==> config.mk <==
export PLATFORM = sky130hd
export DESIGN_NAME = wave_rom_gen
export DESIGN_NICKNAME = d
export VERILOG_FILES = /design/src/rtl/wave_rom_gen.sv
export SDC_FILE = /design/constraint.sdc
export NUM_CORES = 1
export LEC_CHECK = 0
export ABC_AREA = 1
export ABC_CLOCK_PERIOD_IN_PS = 5500
export BUFFER_PORTS_ARGS = -buffer_cell sky130_fd_sc_hd__buf_2
export CAP_MARGIN = 20
export CORE_MARGIN = 2
export CORE_UTILIZATION = 40
export DETAILED_ROUTE_END_ITERATION = 16
export SLEW_MARGIN = 20
export SYNTH_ARGS = -nofsm -noshare
export SYNTH_HDL_FRONTEND = slang
export SYNTH_SLANG_ARGS = --single-unit
==> constraint.sdc <==
create_clock -name clk -period 5.5 [get_ports clk]
set_input_delay 1.375 -clock clk [delete_from_list [all_inputs] [get_ports clk]]
set_output_delay 1.375 -clock clk [all_outputs]
set_load 0.02 [all_outputs]
==> src/rtl/wave_rom_gen.sv <==
// rtl/wave_rom_gen.sv - waveform sample source with quarter-wave sine, shapes and deferred gain
// Two-stage pipeline: stage 1 builds the raw sample, stage 2 applies the gain.
// Waveform/gain changes are staged and committed only when the phase wraps to 0.
module wave_rom_gen #(
   parameter logic [1:0] WAVE_DEFAULT = 2'd0,
   parameter logic [7:0] AMP_DEFAULT  = 8'd255
) (
   input  logic       clk,
   input  logic       rst,
   input  logic [7:0] rd_addr,
   output logic [7:0] rd_data,
   input  logic [1:0] wave_sel,
   input  logic [7:0] amp,
   input  logic       cfg_load,
   output logic       cfg_busy,
   output logic [1:0] wave_active
);

   localparam logic [1:0] WAVE_SINE = 2'd0;
   localparam logic [1:0] WAVE_TRI  = 2'd1;
   localparam logic [1:0] WAVE_SQR  = 2'd2;

   // Quarter-wave sine magnitude, sampled at bin centres so the four
   // quadrants mirror cleanly without duplicating the peak or the zero.
   function automatic logic [6:0] quarter_sine(input logic [5:0] idx);
      logic [6:0] q;
      q = 7'd0;
      case (idx)
         6'd0:  q = 7'd2;    6'd1:  q = 7'd5;    6'd2:  q = 7'd8;    6'd3:  q = 7'd11;
         6'd4:  q = 7'd14;   6'd5:  q = 7'd17;   6'd6:  q = 7'd20;   6'd7:  q = 7'd23;
         6'd8:  q = 7'd26;   6'd9:  q = 7'd29;   6'd10: q = 7'd32;   6'd11: q = 7'd35;
         6'd12: q = 7'd38;   6'd13: q = 7'd41;   6'd14: q = 7'd44;   6'd15: q = 7'd47;
         6'd16: q = 7'd50;   6'd17: q = 7'd53;   6'd18: q = 7'd56;   6'd19: q = 7'd58;
         6'd20: q = 7'd61;   6'd21: q = 7'd64;   6'd22: q = 7'd67;   6'd23: q = 7'd69;
         6'd24: q = 7'd72;   6'd25: q = 7'd74;   6'd26: q = 7'd77;   6'd27: q = 7'd79;
         6'd28: q = 7'd82;   6'd29: q = 7'd84;   6'd30: q = 7'd86;   6'd31: q = 7'd89;
         6'd32: q = 7'd91;   6'd33: q = 7'd93;   6'd34: q = 7'd95;   6'd35: q = 7'd97;
         6'd36: q = 7'd99;   6'd37: q = 7'd101;  6'd38: q = 7'd103;  6'd39: q = 7'd105;
         6'd40: q = 7'd106;  6'd41: q = 7'd108;  6'd42: q = 7'd110;  6'd43: q = 7'd111;
         6'd44: q = 7'd113;  6'd45: q = 7'd114;  6'd46: q = 7'd115;  6'd47: q = 7'd117;
         6'd48: q = 7'd118;  6'd49: q = 7'd119;  6'd50: q = 7'd120;  6'd51: q = 7'd121;
         6'd52: q = 7'd122;  6'd53: q = 7'd123;  6'd54: q = 7'd124;  6'd55: q = 7'd124;
         6'd56: q = 7'd125;  6'd57: q = 7'd125;  6'd58: q = 7'd126;  6'd59: q = 7'd126;
         6'd60: q = 7'd127;  6'd61: q = 7'd127;  6'd62: q = 7'd127;  6'd63: q = 7'd127;
         default: q = 7'd0;
      endcase
      return q;
   endfunction

   // Configuration state: committed (active) and staged (pending) copies
   logic [1:0] act_wave_q;
   logic [7:0] act_amp_q;
   logic [1:0] pend_wave_q;
   logic [7:0] pend_amp_q;
   logic       cfg_busy_q;

   // Pipeline registers
   logic [7:0] raw_q;
   logic [7:0] amp_s1_q;
   logic [7:0] data_q;

   // Stage-1 combinational signals
   logic       applying;
   logic [1:0] eff_wave;
   logic [7:0] eff_amp;
   logic [5:0] q_idx;
   logic [6:0] q_val;
   logic [7:0] raw_d;

   // Stage-2 combinational signals
   logic signed [8:0]  centred;
   logic signed [9:0]  gain;
   logic signed [17:0] product;
   logic [7:0]         data_d;

   // Commit point: staged config takes effect on the wrap-to-zero sample,
   // unless a fresh load lands on that same cycle (it then waits a full period).
   always_comb begin
      applying = cfg_busy_q && (rd_addr == 8'd0) && !cfg_load;
      eff_wave = applying ? pend_wave_q : act_wave_q;
      eff_amp  = applying ? pend_amp_q  : act_amp_q;
   end

   // Stage 1 raw sample generation for the selected waveform
   always_comb begin
      q_idx = rd_addr[6] ? ~rd_addr[5:0] : rd_addr[5:0];
      q_val = quarter_sine(q_idx);
      raw_d = 8'd128;
      case (eff_wave)
         WAVE_SINE: raw_d = rd_addr[7] ? (8'd127 - {1'b0, q_val}) : (8'd128 + {1'b0, q_val});
         WAVE_TRI:  raw_d = rd_addr[7] ? {~rd_addr[6:0], 1'b1} : {rd_addr[6:0], 1'b0};
         WAVE_SQR:  raw_d = rd_addr[7] ? 8'd0 : 8'd255;
         default:   raw_d = rd_addr;
      endcase
   end

   // Stage 2 gain: scale the signed offset from mid-scale by (amp+1)/256, floor
   always_comb begin
      centred = $signed({1'b0, raw_q} - 9'd128);
      gain    = $signed({1'b0, ({1'b0, amp_s1_q} + 9'd1)});
      product = 18'(centred) * 18'(gain);
      data_d  = 8'(product >>> 8) + 8'd128;
   end

   // Configuration capture and deferred commit
   always_ff @(posedge clk) begin
      if (rst) begin
         act_wave_q  <= WAVE_DEFAULT;
         act_amp_q   <= AMP_DEFAULT;
         pend_wave_q <= WAVE_DEFAULT;
         pend_amp_q  <= AMP_DEFAULT;
         cfg_busy_q  <= 1'b0;
      end else if (cfg_load) begin
         pend_wave_q <= wave_sel;
         pend_amp_q  <= amp;
         cfg_busy_q  <= 1'b1;
      end else if (applying) begin
         act_wave_q  <= pend_wave_q;
         act_amp_q   <= pend_amp_q;
         cfg_busy_q  <= 1'b0;
      end
   end

   // Sample pipeline; gain travels with its sample so a commit never splits a sample
   always_ff @(posedge clk) begin
      if (rst) begin
         raw_q    <= 8'd128;
         amp_s1_q <= AMP_DEFAULT;
         data_q   <= 8'd128;
      end else begin
         raw_q    <= raw_d;
         amp_s1_q <= eff_amp;
         data_q   <= data_d;
      end
   end

   assign rd_data     = data_q;
   assign cfg_busy    = cfg_busy_q;
   assign wave_active = act_wave_q;

endmodule

==> results_dict.tcl <==
set metrics [dict create \
    outcome "finished clean" \
    fin_area_mm2 0.00541 \
    finalClockSkew_ns 0.00485 \
    cp.required_ns 5.64 \
    ys_top_cells_by_area "fa_1, dfxtp_1, nand2_1" \
    multi_input_area_mm2 0.00354 \
    ys_top_cells_by_count "nand2_1, inv_1, nor2_1, nand3_1, fa_1" \
    relSlewSlack 0.319 \
    timing.rr.end "rd_data[7]" \
    synth_top_area_cell "fa_1" \
    hold_end "act_amp_q[0]" \
    cts_tree "yes" \
    max_freq_mhz 192 \
    synthCells 690 \
    antenna_found_initial 0 \
    critPathMaxFanout 6 \
    hold_depth 2 \
    async_reset_ff_frac 0 \
    post-route-period-util 0.949 \
    die_h_um 115 \
    holdWs_ns 0.471 \
    via_count 4381 \
    dp.cells 852 \
    setup_viol 0 \
    instances_no_fill 863 \
    yosys_most_used_dff "dfxtp_1" \
    synth_top_cell_area_share 0.199 \
    synth_fp_nets 806 \
    io_buffers 31 \
    grt_pass1_vias 4340 \
    diodes 0 \
    rrSetupSlack_ns 0.28 \
    fill_cells 1244 \
    clkTransAtPathRegs_ns 0.06 \
    yosysWarnings 0 \
    synth_most_common_cell "nand2_1" \
    arrival_ns 5.36 \
    drc_errors 0 \
    die_w_um 115 \
    detail-route-antenna-nets 0 \
    cts_root_buffer "clkbuf_16" \
    rr_startpoint "amp_s1_q[0]" \
    routedWlPerCell_um 13.7 \
    ys_seq_elements 45 \
    hold_path.startpoint "act_amp_q[0]" \
    leakage_nw 2.99 \
    design.core.area_mm2 0.0120 \
    hold_class "register to register" \
    htree_levels 2 \
    layout.nets 831 \
    power.density_mw_per_mm2 185 \
    synth_edf_count 0 \
    place_area_mm2 0.00520 \
    cap_violations 0 \
    cp-end-kind "register" \
    ys_seq_area_frac 0.183 \
    criticalPathCategory "register to register" \
    fp-row-count 40 \
    cts_buffer_depth 2 \
    drt-initial-drc-count 219 \
    syn-cell-area_mm2 0.00492 \
    ir_drop_mv 0.168 \
    dpl.hpwl_um 9570 \
    grt_usage 0.188 \
    vias_per_cell 5.08 \
    ios 32 \
    cp-start-kind "register" \
    synth_cell_types 40 \
    place_congestion 0.922 \
    numCtsBuffers 5 \
    floorplan.initialDensity 0.410 \
    clk_latency_ns 0.28 \
    grt_pass1_wl_um 20300 \
    fin_crit_ns 5.22 \
    final_max_slew_viol_count 0 \
    drive_gt1_frac 0.101 \
    grt_max_degree 41 \
    grt_overflow_total 0 \
    rr_worst_depth 22 \
    finalHoldViolCount 0 \
    wl_um 11800 \
    area_growth_pct 9.86 \
    cts.sinks 45 \
    fin_setup_tns_ns 0 \
    seq_area_um2 901 \
    worst_pin_slew_ns 1.02 \
    drt-pass1-iter-count 6 \
    avgSynthCellArea_um2 7.14 \
    die_area_mm2 0.0132 \
]
area by class of cell:
class                   count  share of cell area
well taps                 147              0.0340
flip-flops and latches     45               0.167
repair buffers             39              0.0398
clock inverters             2             0.00717
multi-input cells         517               0.654
clock buffers               6              0.0238
inverters                 107              0.0747
logic make-up (layout without fill, tap and decap cells):
kind of cell,count (synthesis),after routing,share of synthesized area
flip-flops,45,45,0.183
AO/OA/AOI/OAI,71,71,0.0851
XOR/XNOR,10,10,0.0193
adder cells (fa/ha/maj),95,95,0.316
buffers and inverters,128,154,0.103
AND/OR/NAND/NOR,341,341,0.293
critical path, stage by stage (launching register included):
cell and delay (ns):
dfxtp_1 0.33, ha_1 0.21, nand2_1 0.09, inv_1 0.07
nor2_2 0.33, nand2_1 0.12, fa_1 0.49, fa_1 0.55
inv_1 0.06, fa_1 0.52, fa_1 0.55, inv_1 0.05
fa_1 0.50, inv_1 0.04, ha_1 0.33, inv_1 0.09
o21ai_0 0.08, a21oi_1 0.19, o21ai_0 0.10, a31oi_1 0.20
inv_1 0.06, nand2_1 0.06, nand3_1 0.05
repair_timing:
action | CTS | global route
endpoints found under the setup margin | 0 | 4
hold buffers | 0 | 0
resized for setup | 0 | 8
setup buffers | 0 | 3
routing by layer:
metal	GRT usage	part of all wire	vias up	wire, µm
met5	0	0	-	0
met4	0.0378	0.0063	0	74
met3	0.0190	0.038	6	451
met2	0.330	0.50	94	5880
met1	0.254	0.46	2072	5400
li1	-	-	2209	-
through the flow:
step,util,worst slack (ns),power (mW)
2_1_floorplan,-,0.535,0.587
3_3_place_gp,0.433,0.154,0.669
3_5_place_dp,0.433,0.116,0.673
4_1_cts,0.447,0.100,1.01
5_1_grt,0.450,-0.0203,1.06
6_report,0.450,0.282,0.998
flip-flops by register name, summed over array words and instances (netlist names):
| register | count |
|---|---|
| act_amp_q | 8 |
| amp_s1_q | 8 |
| pend_amp_q | 8 |
| raw_q | 8 |
| rd_data | 8 |
| pend_wave_q | 2 |
| wave_active | 2 |
| cfg_busy | 1 |
how the worst max path moves through the flow:
stage	end	start	slack [ns]
after floorplan	rd_data[7]	amp_s1_q[0]	0.54
after global placement	rd_data[7]	amp_s1_q[0]	0.15
after detailed placement	rd_data[7]	amp_s1_q[0]	0.12
after CTS	rd_data[7]	amp_s1_q[0]	0.10
after global routing	rd_data[7]	amp_s1_q[2]	-0.02
final	rd_data[7]	amp_s1_q[0]	0.28
cells in the final DEF, fill, tap and decap left out, drive strengths merged:
cell       n
or2        1
o21a       2
fa        49
nor3       4
nand4     10
o2111ai    1
dfxtp     45
o22ai      1
a31oi      1
clkbuf     6
a21o       1
o211ai    16
a21oi     29
clkinv     2
nor2      76
o21ai     19
nand3     54
and2       1
nand2    194
bufinv     1
xor2       6
inv      106
ha        46
o21bai     1
nand3b     1
xnor2      4
buf       39
report_power, final:
part,internal (mW),switching (mW)
Clock,0.215,0.116
Combinational,0.105,0.197
Sequential,0.348,0.0167
Total,0.668,0.330
Note: power is estimated with default switching activity, not from simulation.
